--- src/rtl/led_blink_pkg.sv ---
// Shared types for the multi-channel LED blinker: channel modes and the
// LED level a channel takes on the edge that writes its configuration.
package led_blink_pkg;

  typedef enum logic [1:0] {
    MODE_OFF   = 2'd0,
    MODE_ON    = 2'd1,
    MODE_BLINK = 2'd2,
    MODE_BURST = 2'd3
  } mode_e;

  // Only ON starts lit; blink and burst always begin from dark.
  function automatic logic led_init(input mode_e m);
    return (m == MODE_ON);
  endfunction

endpackage

--- src/rtl/led_blink_ch.sv ---
// One LED channel: mode/half/burst registers, half-period counter, toggle,
// and the burst countdown that drops the channel to OFF when it finishes.
module led_blink_ch
  import led_blink_pkg::*;
#(
  parameter int          HALF_W   = 32,
  parameter int          BURST_W  = 8,
  parameter int unsigned DEF_HALF = 100000000
) (
  input  logic               clk,
  input  logic               rst_n,
  input  logic               en,
  input  logic               cfg_we,
  input  mode_e              cfg_mode,
  input  logic [HALF_W-1:0]  cfg_half,
  input  logic [BURST_W-1:0] cfg_burst,
  output logic               led,
  output logic               busy,
  output logic               burst_done
);

  mode_e              mode_q, mode_d;
  logic [HALF_W-1:0]  half_q, half_d;
  logic [HALF_W-1:0]  count_q, count_d;
  logic [BURST_W-1:0] pulses_q, pulses_d;
  logic               led_q, led_d;
  logic               done_q, done_d;

  logic [HALF_W-1:0]  last_cnt;
  logic               term;

  // half==0 is treated as half==1, i.e. terminal count is 0.
  assign last_cnt = (half_q == '0) ? '0 : half_q - 1'b1;
  assign term     = (count_q == last_cnt);

  always_ff @(posedge clk) begin
    if (!rst_n) begin
      mode_q   <= MODE_BLINK;
      half_q   <= HALF_W'(DEF_HALF);
      count_q  <= '0;
      pulses_q <= '0;
      led_q    <= 1'b0;
      done_q   <= 1'b0;
    end else begin
      mode_q   <= mode_d;
      half_q   <= half_d;
      count_q  <= count_d;
      pulses_q <= pulses_d;
      led_q    <= led_d;
      done_q   <= done_d;
    end
  end

  always_comb begin
    mode_d   = mode_q;
    half_d   = half_q;
    count_d  = count_q;
    pulses_d = pulses_q;
    led_d    = led_q;
    done_d   = 1'b0;
    // A write takes priority over any terminal count landing on the same edge.
    if (cfg_we) begin
      mode_d   = cfg_mode;
      half_d   = cfg_half;
      pulses_d = cfg_burst;
      count_d  = '0;
      led_d    = led_init(cfg_mode);
    end else if (en) begin
      unique case (mode_q)
        MODE_OFF, MODE_ON: count_d = '0;
        MODE_BLINK: begin
          if (term) begin
            count_d = '0;
            led_d   = ~led_q;
          end else begin
            count_d = count_q + 1'b1;
          end
        end
        MODE_BURST: begin
          if (pulses_q == '0) begin
            // Zero-length burst: finish immediately without lighting.
            mode_d  = MODE_OFF;
            count_d = '0;
            led_d   = 1'b0;
            done_d  = 1'b1;
          end else if (term) begin
            count_d = '0;
            led_d   = ~led_q;
            if (led_q) begin
              pulses_d = pulses_q - 1'b1;
              if (pulses_q == BURST_W'(1)) begin
                mode_d = MODE_OFF;
                done_d = 1'b1;
              end
            end
          end else begin
            count_d = count_q + 1'b1;
          end
        end
        default: ;
      endcase
    end
  end

  assign led        = led_q;
  assign burst_done = done_q;
  assign busy       = (mode_q == MODE_BLINK) || (mode_q == MODE_BURST);

endmodule

--- src/rtl/led_blink_multi.sv ---
// Multi-channel LED blinker top: decodes the config write port into
// per-channel strobes and instantiates one led_blink_ch per output.
module led_blink_multi
  import led_blink_pkg::*;
#(
  parameter int          NUM_CH   = 4,
  parameter int          HALF_W   = 32,
  parameter int unsigned DEF_HALF = 100000000,
  parameter int          BURST_W  = 8,
  localparam int         CH_W     = (NUM_CH > 1) ? $clog2(NUM_CH) : 1
) (
  input  logic               clk,
  input  logic               rst_n,
  input  logic               en,
  input  logic               cfg_we,
  input  logic [CH_W-1:0]    cfg_ch,
  input  logic [1:0]         cfg_mode,
  input  logic [HALF_W-1:0]  cfg_half,
  input  logic [BURST_W-1:0] cfg_burst,
  output logic [NUM_CH-1:0]  led,
  output logic [NUM_CH-1:0]  busy,
  output logic [NUM_CH-1:0]  burst_done
);

  logic [NUM_CH-1:0] ch_we;

  for (genvar i = 0; i < NUM_CH; i++) begin : g_ch
    // Out-of-range channel numbers match no strobe and are dropped.
    assign ch_we[i] = cfg_we && (32'(cfg_ch) == 32'(i));

    led_blink_ch #(
      .HALF_W  (HALF_W),
      .BURST_W (BURST_W),
      .DEF_HALF(DEF_HALF)
    ) u_ch (
      .clk       (clk),
      .rst_n     (rst_n),
      .en        (en),
      .cfg_we    (ch_we[i]),
      .cfg_mode  (mode_e'(cfg_mode)),
      .cfg_half  (cfg_half),
      .cfg_burst (cfg_burst),
      .led       (led[i]),
      .busy      (busy[i]),
      .burst_done(burst_done[i])
    );
  end

endmodule

--- config.mk ---
export PLATFORM = sky130hd
export DESIGN_NAME = led_blink_multi
export DESIGN_NICKNAME = d
export VERILOG_FILES = /design/src/rtl/led_blink_pkg.sv /design/src/rtl/led_blink_ch.sv /design/src/rtl/led_blink_multi.sv
export SDC_FILE = /design/constraint.sdc
export NUM_CORES = 1
export LEC_CHECK = 0
export BUFFER_PORTS_ARGS = -buffer_cell sky130_fd_sc_hd__buf_2
export CAP_MARGIN = 20
export CORE_MARGIN = 3
export CORE_UTILIZATION = 64
export CTS_CLUSTER_DIAMETER = 60
export DETAILED_ROUTE_END_ITERATION = 8
export MAX_ROUTING_LAYER = met4
export PLACE_DENSITY = 0.86
export RECOVER_POWER = 25
export SYNTH_ARGS = -nofsm -noshare
export SYNTH_HDL_FRONTEND = slang
export SYNTH_HIERARCHICAL = 1
export SYNTH_SLANG_ARGS = --single-unit
--- constraint.sdc ---
create_clock -name clk -period 5.45 [get_ports clk]
set_clock_uncertainty 0.15 [all_clocks]
set_input_delay 0.545 -clock clk [delete_from_list [all_inputs] [get_ports clk]]
set_output_delay 0.545 -clock clk [all_outputs]
set_load 0.05 [all_outputs]
---- Yosys cells after proc, flatten, opt, wreduce, memory -nomap -nowiden ----
Index checks and enable logic that the tools add are counted.
word-level totals
  flip-flop bits (word level) ............. 304
  input port bits ......................... 48
  logic and storage cells ................. 255
operators by class
  $add $sub $neg .......................... 12
  eq/ne operators ......................... 28
  mux-type cells .......................... 104
  bitwise operators ....................... 10
  reduce and logical (&&, ||, !) cells .... 77
operators with widths
  cell                                                                      number
  32-bit two-way mux                                                        12
  32-bit case mux with 3 select lines                                       4
  8-bit two-way mux                                                         24
  32-bit by 1-bit adder with 32-bit output (second input constant)          4
  32-bit == test                                                            4
  32-bit zero test                                                          4
  32-bit by 1-bit subtractor with 32-bit output (second input constant)     4
  2-bit two-way mux                                                         28
  3-bit nonzero test                                                        16
  5-bit AND reduction                                                       8
  8-bit by 1-bit == test with 1-bit output (second input constant)          4
  8-bit zero test                                                           4
  1-bit two-way mux                                                         32
  2-bit nonzero test                                                        16
  8-bit by 1-bit subtractor with 8-bit output (second input constant)       4
  2-bit == test (second input constant)                                     10
  2-bit OR reduction                                                        8
  4-bit OR reduction                                                        4
  2-bit by 1-bit == test with 1-bit output (second input constant)          6
  2-bit zero test                                                           5
  1-bit inverter                                                            10
  2-bit by 1-bit inequality test with 1-bit output (second input constant)  4
  1-bit case mux with 2 select lines                                        4
  2-bit AND reduction                                                       4
  other kinds (2)                                                           8

---- Depth between registers and ports, before layout ----
  depth in word-level cells ............... 8
  gate-level depth with buffers ........... 16
  depth with buffers taken out ............ 12

---- Modules after synthesis ----
The synthesis kept the hierarchy.
modules (own cells, without submodules)
  module                            instances  cells each  area each (sq um)
  led_blink_ch at g_ch[0].u_ch ...  2          682         5504.0
  led_blink_ch at g_ch[3].u_ch      1          662         5312.6
  led_blink_ch at g_ch[2].u_ch      1          659         5272.6
  led_blink_multi                   1          4           37.5

---- Worst setup path before layout ----
Ideal clock, no wire load.
  kind .................................... register to register
  start ................................... register g_ch[0].u_ch.half_q[20]
  end ..................................... register g_ch[0].u_ch.pulses_q[5]
  arrival time ............................ 3.682 ns
  data required time ...................... 5.214 ns
  setup slack ............................. 1.533 ns
  stages on the path, launching flop included .. 13
  buffers on the path ..................... 2
  clock period less this slack ............ 3.917 ns
  path through ............................ dfxtp_1 > buf_6 > or4_4 > nor4_4 > and3_1 > buf_4 > nor2_1 > mux2_2 > or4b_1 > or4_4 > nor4b_2 > mux2_2 > a211oi_1
on the way
  word-level cells in the longest chain between the ends .. 5
RTL lines
  item                                                                                      line                text
  from (decl)                                                                               led_blink_ch.sv:23  logic [HALF_W-1:0] half_q, half_d;
  from (signal assigned)                                                                    led_blink_ch.sv:39  half_q <= HALF_W'(DEF_HALF);
  from (signal assigned)                                                                    led_blink_ch.sv:46  half_q <= half_d;
  32-bit by 1-bit subtractor with 32-bit output / 32-bit zero test (equally long branches)  led_blink_ch.sv:33  assign last_cnt = (half_q == '0) ? '0 : half_q - 1'b1;
  32-bit two-way mux (*)                                                                    led_blink_ch.sv:33
  32-bit == test (*)                                                                        led_blink_ch.sv:34  assign term = (count_q == last_cnt);
  2-bit nonzero test (no line) (*)                                                          n/a
  5-bit AND reduction (no line) (*)                                                         n/a
  to (signal assigned)                                                                      led_blink_ch.sv:48  pulses_q <= pulses_d;
  to (decl)                                                                                 led_blink_ch.sv:25  logic [BURST_W-1:0] pulses_q, pulses_d;
Every way passes the cells marked *; elsewhere a longest branch is shown, timed or not.
A chain may end at the register's enable or synchronous reset.

---- Worst setup path after layout ----
  start ................................... input port cfg_ch[0]
  end ..................................... register g_ch[2].u_ch.count_q[14]
on the way
  word-level cells in the longest chain between the ends .. 3
RTL lines
  item                          line                   text
  from (decl)                   led_blink_multi.sv:16  input logic [CH_W-1:0] cfg_ch,
  2-bit == test                 led_blink_multi.sv:29  assign ch_we[i] = cfg_we && (32'(cfg_ch) == 32'(i));
  1-bit logical AND             led_blink_multi.sv:29
  named net ch_we[2]            led_blink_multi.sv:25  logic [NUM_CH-1:0] ch_we;
  2-bit OR reduction (no line)  n/a
  to (signal assigned)          led_blink_ch.sv:47     count_q <= count_d;
  to (decl)                     led_blink_ch.sv:24     logic [HALF_W-1:0] count_q, count_d;
The timed path passes the listed nets, and every way through them passes these cells.

==> reports/summary.txt <==
Fmax: 0.207 GHz
Worst slew pin tran: 2.88 ns
Most frequent cells in the layout: dfxtp_1, nand2_1, nand3_1
Total number of vias: 21380
N_diodes: 0
GR Util All Layers: 0.364
Die width: 190 microns
RSZ-0062 raised after global routing: false
Num rows: 66
Slew HR: -0.917
Num CTS Buffers: 36
Die Height: 190 microns
Layout Cells excl Fill: 3049
Worst endpoint data arrival time: 5.12 ns
Share of flip-flops with an asynchronous set or reset: 0
Initial Util: 0.656
Crit share post-route: 0.888
Die footprint: 36000 sq um
Dpl cells: 2987
Core region area: 32900 sq um
WP data required: 5.73 ns
TNS Setup: 0 ns
Routed len/inst: 21.5 microns
Total power per unit cell area: 238 nW/um^2
Max clock buf depth: 3
Final hold violation count: 0
Initial antenna violation count: 1
Routed wire length: 65500 microns
Seq/Total Area, Yosys: 0.281
Skew-Pair Late Insertion Delay: 0.54 ns
Nets@finish: 2648
Post-Syn Instances: 2689
Number of synthesized flops with an enable pin: 0
ANT nets after route: 0
Largest net degree at the start of global routing: 88
Setup CP Type: input pin to flop
Register area: 6090 sq um
Total of warnings raised by yosys: 6
Multi-input gate area: 14200 sq um
Syn_nets: 2753
Placer Congestion: 1.02
Area grow syn2layout: 5.02%
Max-slew violation count: 142
I/O pin count: 60
H-tree Lvls: 2
Syn_area_per_cell: 8.04 sq um
Detailed router's first-iteration violation count: 2171
Hpwl dp: 47300 microns
Failing checks: capacitance limit, slew limit
Clk pin slew, worst setup/hold paths: 0.06 ns
Share of layout cells above drive strength 1: 0.103
Root buffer cell: clkbuf_16
Minimum clock period: 4.84 ns
Commonest non-fill, non-tap cell in the layout: dfxtp_1
Status: finished with violations
Post-CTS Hold Buffers: 0
Hold Crit Class: input pin to flop
Worst ir drop on vdd: 0.000223 V
Finish-stage setup viols: 0
Postcts setup bufs: 0
Grt total ovfl: 0
CTS tree: done
Prevailing post-synth register cell: dfxtp_1
Max FO, Critical Path: 47
First-pass GRT wire length: 105000 microns
Buffers on Ports: 59
Lkg Pwr: 0.00755 uW
Cts repair resizes: 0
Mapped cell area: 21600 sq um
Filler instances: 2643
Crit. End Element: flop
DRC violations left: 0
Final Core Density: 0.689
Sink Count: 304
Drt first pass iters: 6
Seq cells post-synth: 304
Synth unique cells: 112
Max-Cap Viols: 3
Vias in the first global route: 19878
Startpoint Class: input pin
Vias per cell: 7.01
power by group:
| part | leakage (uW) | internal [uW] | switching [uW] |
|---|---|---|---|
| registers | 0.00247 | 2280 | 108 |
| clock network | 0.000538 | 1330 | 983 |
| logic | 0.00455 | 276 | 441 |
| total | 0.00755 | 3880 | 1530 |
cell type report:
cell class | count | share of cell area
multi-input combinational | 2087 | 0.626
sequential | 304 | 0.268
clock buffer | 48 | 0.0435
tap | 442 | 0.0243
timing repair buffer | 85 | 0.0212
inverter | 70 | 0.0116
clock inverter | 13 | 0.00512
cell usage after synthesis, drive strengths merged (9+ instances only):
cell     count  area (sq um)
a21oi       59           299
or2         21           131
o22ai       13          81.3
nand4b       9          78.8
a21o        11          82.6
mux2i      151          1510
dfxtp      304          6090
a211oi      24           185
nand3      161           816
a31oi      107           669
buf         78           504
a22o        15           131
o311ai      15           131
and3        53           338
clkbuf     150           564
nand2      230           866
nand3b      20           150
mux2        14           158
or4         41           350
o211ai      19           148
xnor2       69           604
or3b        18           158
nand4       79           546
xor2        55           482
nor4        92           757
nor3       101           583
nor4b       19           210
inv         67           251
and2        15          95.1
o21ai       88           440
nor2       148           558
a32oi        9          78.8
and4        21           186
a41oi       14           123
or3         61           392
o31ai       24           180
a221oi       9          85.1
o21a        19           143
o2111ai      9          78.8
ha          16           200
nor3b       19           158
nand2b      29           181
nor2b       70           450
worst paths after layout:
path                            startpoint                  endpoint  slack [ns]  cells after the start
setup / recovery                 cfg_ch[0]  g_ch[2].u_ch/count_q[14]        0.61                      9
hold / removal                cfg_half[21]   g_ch[3].u_ch/half_q[21]        0.22                      3
setup reg to reg    g_ch[0].u_ch/half_q[0]  g_ch[0].u_ch/pulses_q[5]        0.66                     12
hold reg to reg   g_ch[2].u_ch/count_q[30]  g_ch[2].u_ch/count_q[30]        0.36                      1
sequential cells by signal, indices dropped and copies added, names as in the netlist:
name and cells:
g_ch.u_ch/half_q 128, g_ch.u_ch/count_q 128, g_ch.u_ch/led 4, g_ch.u_ch/pulses_q 32, g_ch.u_ch/mode_q 8, g_ch.u_ch/burst_done 4
metrics by stage:
step / setup slack, ns / power (uW) / cell area, sq um / hold slack [ns]
3_5_place_dp: 0.740 / 3120 / 21600 / 0.351
5_1_grt: 0.299 / 5600 / 22700 / 0.206
6_report: 0.612 / 5420 / 22700 / 0.223
4_1_cts: 0.742 / 5420 / 22700 / 0.189
2_1_floorplan: 1.53 / 2920 / 21600 / 0.310
3_3_place_gp: 1.01 / 3100 / 21600 / 0.351
layer usage:
layer / global-route usage / share of wire / vias to the layer above / wire length (microns)
met5: - / 0 / - / 0
met4: 0.128 / 0.036 / 0 / 2370
met3: 0.0652 / 0.10 / 190 / 6550
met2: 0.570 / 0.45 / 1089 / 29600
met1: 0.473 / 0.41 / 10165 / 27000
li1: - / - / 9936 / -
worst max-delay path, stage by stage:
cell and delay, ns:
clkbuf_1 0.13, and3b_2 0.24, clkbuf_1 2.02, inv_1 0.93, nand2_1 0.55, a211oi_2 0.06, buf_4 0.25, a21o_1 0.19
a22o_1 0.17
kinds of logic (layout without fill, tap and decap cells):
kind of cell / Yosys count / count (layout) / synth area share
AND/OR/NAND/NOR: 1224 / 1224 / 0.331
buffers and inverters: 298 / 216 / 0.0615
flip-flops: 304 / 304 / 0.281
multiplexers: 165 / 165 / 0.0772
AO/OA/AOI/OAI: 552 / 552 / 0.183
adder cells (fa/ha/maj): 16 / 16 / 0.00925
XOR/XNOR: 130 / 130 / 0.0565
No activity file was read; power rests on OpenSTA's default activity.
